## config.mk

```make
export PLATFORM = sky130hd
export DESIGN_NAME = add4_accum_flat
export DESIGN_NICKNAME = d
export VERILOG_FILES = /design/src/rtl/add4_accum_if.sv /design/src/rtl/add4_accum.sv /design/src/flat_wrapper.sv
export SDC_FILE = /design/constraint.sdc
export NUM_CORES = 1
export LEC_CHECK = 0
export CAP_MARGIN = 20
export CORE_ASPECT_RATIO = 0.9
export CORE_UTILIZATION = 40
export CTS_BUF_LIST = sky130_fd_sc_hd__clkbuf_4 sky130_fd_sc_hd__clkbuf_8
export DETAILED_ROUTE_END_ITERATION = 8
export MAX_ROUTING_LAYER = met4
export PLACE_DENSITY = 0.61
export SLEW_MARGIN = 25
export SYNTH_ARGS = -nofsm -noshare
export SYNTH_HDL_FRONTEND = slang
export SYNTH_SLANG_ARGS = --single-unit
```

## constraint.sdc

```tcl
create_clock -name clk -period 6.79 [get_ports clk]
set_clock_uncertainty 0.2 [all_clocks]
set_input_delay 1.0185 -clock clk [delete_from_list [all_inputs] [get_ports clk]]
set_output_delay 1.0185 -clock clk [all_outputs]
set_load 0.005 [all_outputs]
```

## src/rtl/add4_accum_if.sv

```systemverilog
// Handshake bundle between the 4-bit adder source, the frame accumulator and
// the frame consumer. The accumulator takes the slave modport.
interface add4_accum_if;
  logic       in_valid;
  logic       in_ready;
  logic [3:0] q_in;
  logic       flush;
  logic       out_valid;
  logic       out_ready;
  logic [7:0] acc_out;
  logic [4:0] out_count;

  modport master (
    output in_valid, q_in, flush, out_ready,
    input  in_ready, out_valid, acc_out, out_count
  );

  modport slave (
    input  in_valid, q_in, flush, out_ready,
    output in_ready, out_valid, acc_out, out_count
  );
endinterface

```

## src/rtl/add4_accum.sv

```systemverilog
// Accumulates BURST_LEN 4-bit sums (or fewer on flush) into one 8-bit frame total.
// Optional macro ADD4_ACCUM_SKID_EN: accept the next frame's first sum while emitting.
module add4_accum #(
  parameter int BURST_LEN = 4
) (
  input logic          clk,
  input logic          rst_n,
  add4_accum_if.slave  s_if
);
  typedef enum logic [1:0] {IDLE, ACCUM, HOLD} state_t;

  localparam logic [4:0] BURST_CNT = 5'(BURST_LEN);

  state_t     r_state;
  logic [7:0] r_acc;
  logic [4:0] r_cnt;
  logic       r_out_valid;
  logic [7:0] r_acc_out;
  logic [4:0] r_out_count;

  logic       w_in_fire;
  logic       w_out_fire;
  logic [7:0] w_q_ext;
  logic [7:0] w_acc_sum;
  logic [4:0] w_cnt_inc;

`ifdef ADD4_ACCUM_SKID_EN
  assign s_if.in_ready = (r_state == HOLD) ? s_if.out_ready : 1'b1;
`else
  assign s_if.in_ready = (r_state != HOLD);
`endif

  assign w_in_fire  = s_if.in_valid & s_if.in_ready;
  assign w_out_fire = r_out_valid & s_if.out_ready;
  assign w_q_ext    = {4'd0, s_if.q_in};
  assign w_acc_sum  = r_acc + w_q_ext;
  assign w_cnt_inc  = r_cnt + 5'd1;

  assign s_if.out_valid = r_out_valid;
  assign s_if.acc_out   = r_acc_out;
  assign s_if.out_count = r_out_count;

  // Output registers are loaded on the edge that enters HOLD, so a frame is
  // visible one cycle after its last sum and reads zero everywhere else.
  always_ff @(posedge clk or negedge rst_n) begin
    if (!rst_n) begin
      r_state     <= IDLE;
      r_acc       <= 8'd0;
      r_cnt       <= 5'd0;
      r_out_valid <= 1'b0;
      r_acc_out   <= 8'd0;
      r_out_count <= 5'd0;
    end else begin
      case (r_state)
        IDLE: begin
          if (w_in_fire) begin
            r_acc <= w_q_ext;
            r_cnt <= 5'd1;
            if (BURST_CNT == 5'd1) begin
              r_state     <= HOLD;
              r_out_valid <= 1'b1;
              r_acc_out   <= w_q_ext;
              r_out_count <= 5'd1;
            end else begin
              r_state <= ACCUM;
            end
          end
        end
        ACCUM: begin
          if (w_in_fire) begin
            r_acc <= w_acc_sum;
            r_cnt <= w_cnt_inc;
          end
          // A sum accepted on the flush edge still belongs to this frame.
          if ((w_in_fire && (w_cnt_inc == BURST_CNT)) || s_if.flush) begin
            r_state     <= HOLD;
            r_out_valid <= 1'b1;
            r_acc_out   <= w_in_fire ? w_acc_sum : r_acc;
            r_out_count <= w_in_fire ? w_cnt_inc : r_cnt;
          end
        end
        HOLD: begin
          if (w_out_fire) begin
            r_out_valid <= 1'b0;
            r_acc_out   <= 8'd0;
            r_out_count <= 5'd0;
            r_acc       <= 8'd0;
            r_cnt       <= 5'd0;
            r_state     <= IDLE;
`ifdef ADD4_ACCUM_SKID_EN
            if (w_in_fire) begin
              r_acc <= w_q_ext;
              r_cnt <= 5'd1;
              if (BURST_CNT == 5'd1) begin
                r_state     <= HOLD;
                r_out_valid <= 1'b1;
                r_acc_out   <= w_q_ext;
                r_out_count <= 5'd1;
              end else begin
                r_state <= ACCUM;
              end
            end
`endif
          end
        end
        default: r_state <= IDLE;
      endcase
    end
  end
endmodule

```

## src/flat_wrapper.sv

```systemverilog
// flat-port wrapper written by rule: the top's interface ports become plain ports
module add4_accum_flat 
#(
  parameter int BURST_LEN = 4
)
  (clk, rst_n, s_if_in_valid, s_if_q_in, s_if_flush, s_if_out_ready, s_if_in_ready, s_if_out_valid, s_if_acc_out, s_if_out_count);
  add4_accum_if s_if_i ();
  input logic clk;
  input logic rst_n;
  input wire logic [$bits(s_if_i.in_valid)-1:0] s_if_in_valid;
  input wire logic [$bits(s_if_i.q_in)-1:0] s_if_q_in;
  input wire logic [$bits(s_if_i.flush)-1:0] s_if_flush;
  input wire logic [$bits(s_if_i.out_ready)-1:0] s_if_out_ready;
  output wire logic [$bits(s_if_i.in_ready)-1:0] s_if_in_ready;
  output wire logic [$bits(s_if_i.out_valid)-1:0] s_if_out_valid;
  output wire logic [$bits(s_if_i.acc_out)-1:0] s_if_acc_out;
  output wire logic [$bits(s_if_i.out_count)-1:0] s_if_out_count;
  assign s_if_i.in_valid = s_if_in_valid;
  assign s_if_i.q_in = s_if_q_in;
  assign s_if_i.flush = s_if_flush;
  assign s_if_i.out_ready = s_if_out_ready;
  assign s_if_in_ready = s_if_i.in_ready;
  assign s_if_out_valid = s_if_i.out_valid;
  assign s_if_acc_out = s_if_i.acc_out;
  assign s_if_out_count = s_if_i.out_count;
  add4_accum #(.BURST_LEN(BURST_LEN)) u_core (.clk(clk), .rst_n(rst_n), .s_if(s_if_i));
endmodule
```

Word-level counts from Yosys, hierarchy flattened
Cells that the tools add are included.
{ "classes": {"add_sub_neg": 2, "n_eq_ne": 7, "muxes": 19, "bitwise": 2, "reduce_logical": 8} }
{ "ops": {"columns": ["cell", "n"], "rows": [
  ["$mux W8", 4],
  ["$pmux W8 S3", 1],
  ["$mux W5", 4],
  ["$pmux W8 S2", 1],
  ["$pmux W5 S3", 1],
  ["$pmux W5 S2", 1],
  ["$reduce_and A3 Y1", 3],
  ["$add A8 B4 Y8", 1],
  ["$mux W2", 3],
  ["$ne A2 B1 Y1 const B", 3],
  ["$pmux W2 S3", 1],
  ["$add A5 B1 Y5 const B", 1],
  ["$eq A5 B3 Y1 const B", 1],
  ["$reduce_bool A3 Y1", 1],
  ["$and A1 B1 Y1", 2],
  ["$eq A2 B1 Y1 const B", 1],
  ["$eq A2 B2 Y1 const B", 1],
  ["$logic_not A2 Y1", 1],
  ["$mux W1", 2],
  ["$ne A2 B2 Y1 const B", 1],
  ["$pmux W1 S2", 1],
  ["$reduce_bool A2 Y1", 1],
  ["$logic_and A1 B1 Y1", 1],
  ["$logic_or A1 B1 Y1", 1]
]} }
{ "word_totals": {"reg_bits": 29, "in_bits": 9, "out_inout_bits": 15, "wordCells": 44} }

Depth between registers and ports, before layout
{ "logic_depth": {"depth_word": 6, "mapped_depth": 10, "depth_no_buf": 8} }

Least setup slack after synthesis
Ideal clock, no wire load.
{ "synth_timing": {"kind": "input to register", "from": "input port s_if_q_in[0]", "to": "register u_core.r_acc_out[4] (netlist: u_core.s_if.acc_out[4])", "setup_time_ns": 0.092, "arrival_time_ns": 2.425, "slack_ns": 4.072, "path_stages": 7, "cell_sequence": "ha_1 > fa_1 > a21o_1 > a21oi_1 > nor2_1 > xnor2_1 > o31ai_2"} }
{ "synth_between": {"elab_chain_cells": 4} }
{ "synth_lines": {"columns": ["item", "line", "source"], "rows": [
  ["from (decl)", "flat_wrapper.sv:11", "input wire logic [$bits(s_if_i.q_in)-1:0] s_if_q_in;"],
  ["$add A8 B4 Y8", "add4_accum.sv:36", "assign w_acc_sum = r_acc + w_q_ext;"],
  ["$mux W8", null, null],
  ["$mux W8", "add4_accum.sv:75", "if ((w_in_fire && (w_cnt_inc == BURST_CNT)) || s_if.flush) begin"],
  ["$pmux W8 S2", "add4_accum.sv:54", "case (r_state)"],
  ["to (signal assigned)", "add4_accum.sv:62", "r_acc_out <= w_q_ext;"],
  ["to (signal assigned)", "add4_accum.sv:78", "r_acc_out <= w_in_fire ? w_acc_sum : r_acc;"],
  ["to (decl)", "add4_accum.sv:18", "logic [7:0] r_acc_out;"]
]} }
Every way passes these cells. The select of a mux whose other input is x is not followed.
A chain may end at the register's enable or synchronous reset.

Worst setup path in the final report
{ "layout_timing": {"from": "register u_core.r_state[0]", "to": "output port s_if_in_ready"} }
{ "layout_between": {"elab_chain_cells": 1} }
{ "layout_lines": {"columns": ["item", "line", "source"], "rows": [
  ["from (decl)", "add4_accum.sv:14", "state_t r_state;"],
  ["from (signal assigned)", "add4_accum.sv:47", "r_state <= IDLE;"],
  ["from (signal assigned)", "add4_accum.sv:60", "r_state <= HOLD;"],
  ["from (signal assigned)", "add4_accum.sv:65", "r_state <= ACCUM;"],
  ["$ne A2 B2 Y1", "add4_accum.sv:30", "assign s_if.in_ready = (r_state != HOLD);"],
  ["to (decl)", "flat_wrapper.sv:14", "output wire logic [$bits(s_if_i.in_ready)-1:0] s_if_in_ready;"]
]} }
Every way passes these cells.

==> summary.txt <==
Outcome
  – Outcome: finished clean

Drt
  – DR DRC count: 0
  – Detailed Route WL: 3960 um
  – Vias per cell: 5.36
  – Detail Route Antenna Nets: 0
  – Wire per inst: 14.9 um
  – Routed via count: 1425
  – Pre-antenna DRT Iters: 4
  – Iter 0 DRT Violations: 61

Yosys
  – Post-synthesis sequential area ratio: 0.394
  – Post-synth EDFFs: 0
  – Number of synthesized register bits: 29
  – Syn Inst Count: 184
  – Synthesized cell area: 0.00184 mm^2
  – Syn Area/Cell: 10.0 um^2
  – FFs w/ async S/R, synth: 1.00
  – Post-Syn Nets: 203
  – Top_reg_cell synth: dfrtp_1
  – Post-synth cell types: 39
  – Ys Warns: 0

Die
  – Die Width: 73.5 um
  – Die Y: 66.4 um
  – Core area: 0.00443 mm^2
  – Total Die Area: 0.00488 mm^2
  – Num rows: 23
  – Initial Util: 0.416
  – Ports: 24

STA
  – Period utilization: 0.497
  – Setup Total Neg Slack: 0 ns
  – Max-slew violation count: 0
  – Max Clock Freq: 0.297 GHz
  – Slew HR: 0.457
  – Worst-Margin Slew: 0.815 ns
  – Endpoints failing setup: 0
  – RSZ-0062 raised after global routing: false
  – Final Hold Viols: 0
  – Crit path time final: 3.37 ns

Placed design
  – I/O Buffers: 23
  – Post-DP HPWL: 2910 um
  – Placer congestion estimate: 0.831
  – Placed insts: 258

GRT
  – Vias in the first global route: 1343
  – Congestion Overflow GR: 0
  – Largest net degree at the start of global routing: 30
  – Total GRT Usage: 0.189
  – Global-route wire length before repair: 6670 um
  – Initial antenna violation count: 0

Flow run
  – MaxCap Viol Count: 0

Layout
  – Final #Nets: 222
  – Layout Cells excl Fill: 266
  – Final core occ: 0.492
  – Layout cells sized above 1: 0.127
  – # diodes: 0
  – Layout area overhead: 18.4%

CTS
  – Cts bufs inserted: 5
  – TritonCTS clock tree: yes
  – Worst-path clk slew: 0.07 ns
  – Hold buffers post-CTS: 0
  – Clk sinks: 29
  – Cts repair resizes: 0
  – H-tree Lvls: 2
  – CTS Buffer Depth: 2
  – Clock latency at the later pin of the worst-skew pair: 0.28 ns
  – Setup bufs post-CTS: 0
  – CTS Root Cell: clkbuf_8

Pwr
  – PwrDens: 445 mW/mm^2
  – Leak: 0.895 nW
  – Peak supply drop: 0.142 mV

Worst setup path
  – CP Launch Type: flop
  – CP Data Required Time: 5.57 ns
  – WP data arrival: 2.15 ns
  – Critical path fanouts, max: 18
  – WS Path Type: flop to primary output
  – Crit. End Element: primary output

Worst hold path
  – Worst min path class: flop to flop
[power by group]
group | internal [W] | switching, W | leakage, nW | total (W)
sequential | 0.000229 | 0.0000439 | 0.378 | 0.000273
combinational | 0.000218 | 0.000318 | 0.463 | 0.000536
clock | 0.0000916 | 0.0000697 | 0.0542 | 0.000161
[worst max-delay path, cell delays in order (launching register included)]
cell             delay, ns
dfrtp_1               0.41
inv_1                 0.09
ha_1                  0.69
inv_1                 0.19
clkdlybuf4s50_1       0.49
[layout make-up]
type / instances / area, um^2
clock inverters: 1 / 5.00
well taps: 62 / 77.6
fillers: 440 / 2250
multi-input cells: 135 / 1010
flip-flops and latches: 29 / 726
clock buffers: 7 / 96.3
inverters: 8 / 30.0
repair buffers: 24 / 238
[logic make-up after synthesis]
| logic type | synth area share |
|---|---|
| and+or+nand+nor | 0.107 |
| adders and majority gates | 0.0720 |
| xor gates and xnor gates | 0.0516 |
| AOI/OAI and AO/OA | 0.289 |
| buffers and inverters | 0.0584 |
| muxes | 0.0279 |
| DFF | 0.394 |
[final timing paths]
kind	startpoint	end	slack, ns	cells past startpoint
min in group asynchronous	rst_n	u_core.s_if.out_count[1]	0.92	2
min	u_core.r_acc[7]	u_core.r_acc[7]	0.31	2
max in group asynchronous	rst_n	u_core.s_if.acc_out[6]	5.20	2
max reg2reg	u_core.r_state[0]	u_core.s_if.out_count[3]	3.58	8
max	u_core.r_state[0]	s_if_in_ready	3.42	4
min reg2reg	u_core.r_acc[7]	u_core.r_acc[7]	0.31	2
[stage by stage]
stage	worst slack, ns	power, W	hold slack, ns	cell area (um^2)
6_report	3.42	0.000970	0.308	2180
5_1_grt	3.28	0.00105	0.357	2180
4_1_cts	3.40	0.000975	0.316	2180
3_5_place_dp	3.24	0.000812	0.302	2080
3_3_place_gp	3.31	0.000798	0.293	2080
2_1_floorplan	4.07	0.000682	0.270	1840
[synth_stat cells (2+ instances only)]
cell type | number | area share
nand2_1 | 16 | 0.033
nor2b_1 | 7 | 0.024
a21oi_1 | 5 | 0.014
o21ai_0 | 27 | 0.073
dfrtp_1 | 29 | 0.39
ha_1 | 9 | 0.061
a22o_1 | 2 | 0.0095
o31ai_2 | 9 | 0.061
mux2i_1 | 4 | 0.022
o221ai_1 | 3 | 0.014
o31ai_1 | 7 | 0.029
a21o_1 | 2 | 0.0081
nor2_1 | 9 | 0.018
o21a_1 | 4 | 0.016
buf_2 | 7 | 0.019
xor2_1 | 3 | 0.014
clkbuf_1 | 3 | 0.0061
a211oi_1 | 2 | 0.0081
nand3_1 | 2 | 0.0054
xnor2_1 | 6 | 0.029
inv_1 | 8 | 0.016
o41ai_1 | 2 | 0.0095
nand4_1 | 2 | 0.0068
[metal layers]
metal / part of all wire / track usage
met5: 0 / -
met1: 0.50 / 0.249
met4: 0.013 / 0.0673
met2: 0.45 / 0.287
met3: 0.039 / 0.0412
[state kept, by name, indices dropped and copies added, names as in the netlist]
name                   cells
u_core.r_acc               8
u_core.r_cnt               5
u_core.r_state             2
u_core.s_if.acc_out        8
u_core.s_if.out_count      5
u_core.s_if.out_valid      1
[placed cells by master, fill, tap and decap left out, drive strengths merged, types with 3 or more instances in the layout]
cell type	instances
xnor2	7
ha	9
nor2	10
o21a	4
nand2	16
a21oi	5
o31ai	16
nor2b	7
xor2	3
o21ai	28
clkdlybuf4s50	23
inv	8
nand3	3
mux2i	4
dfrtp	29
clkbuf	7
o221ai	3
No activity file was read; power rests on OpenSTA's default activity.
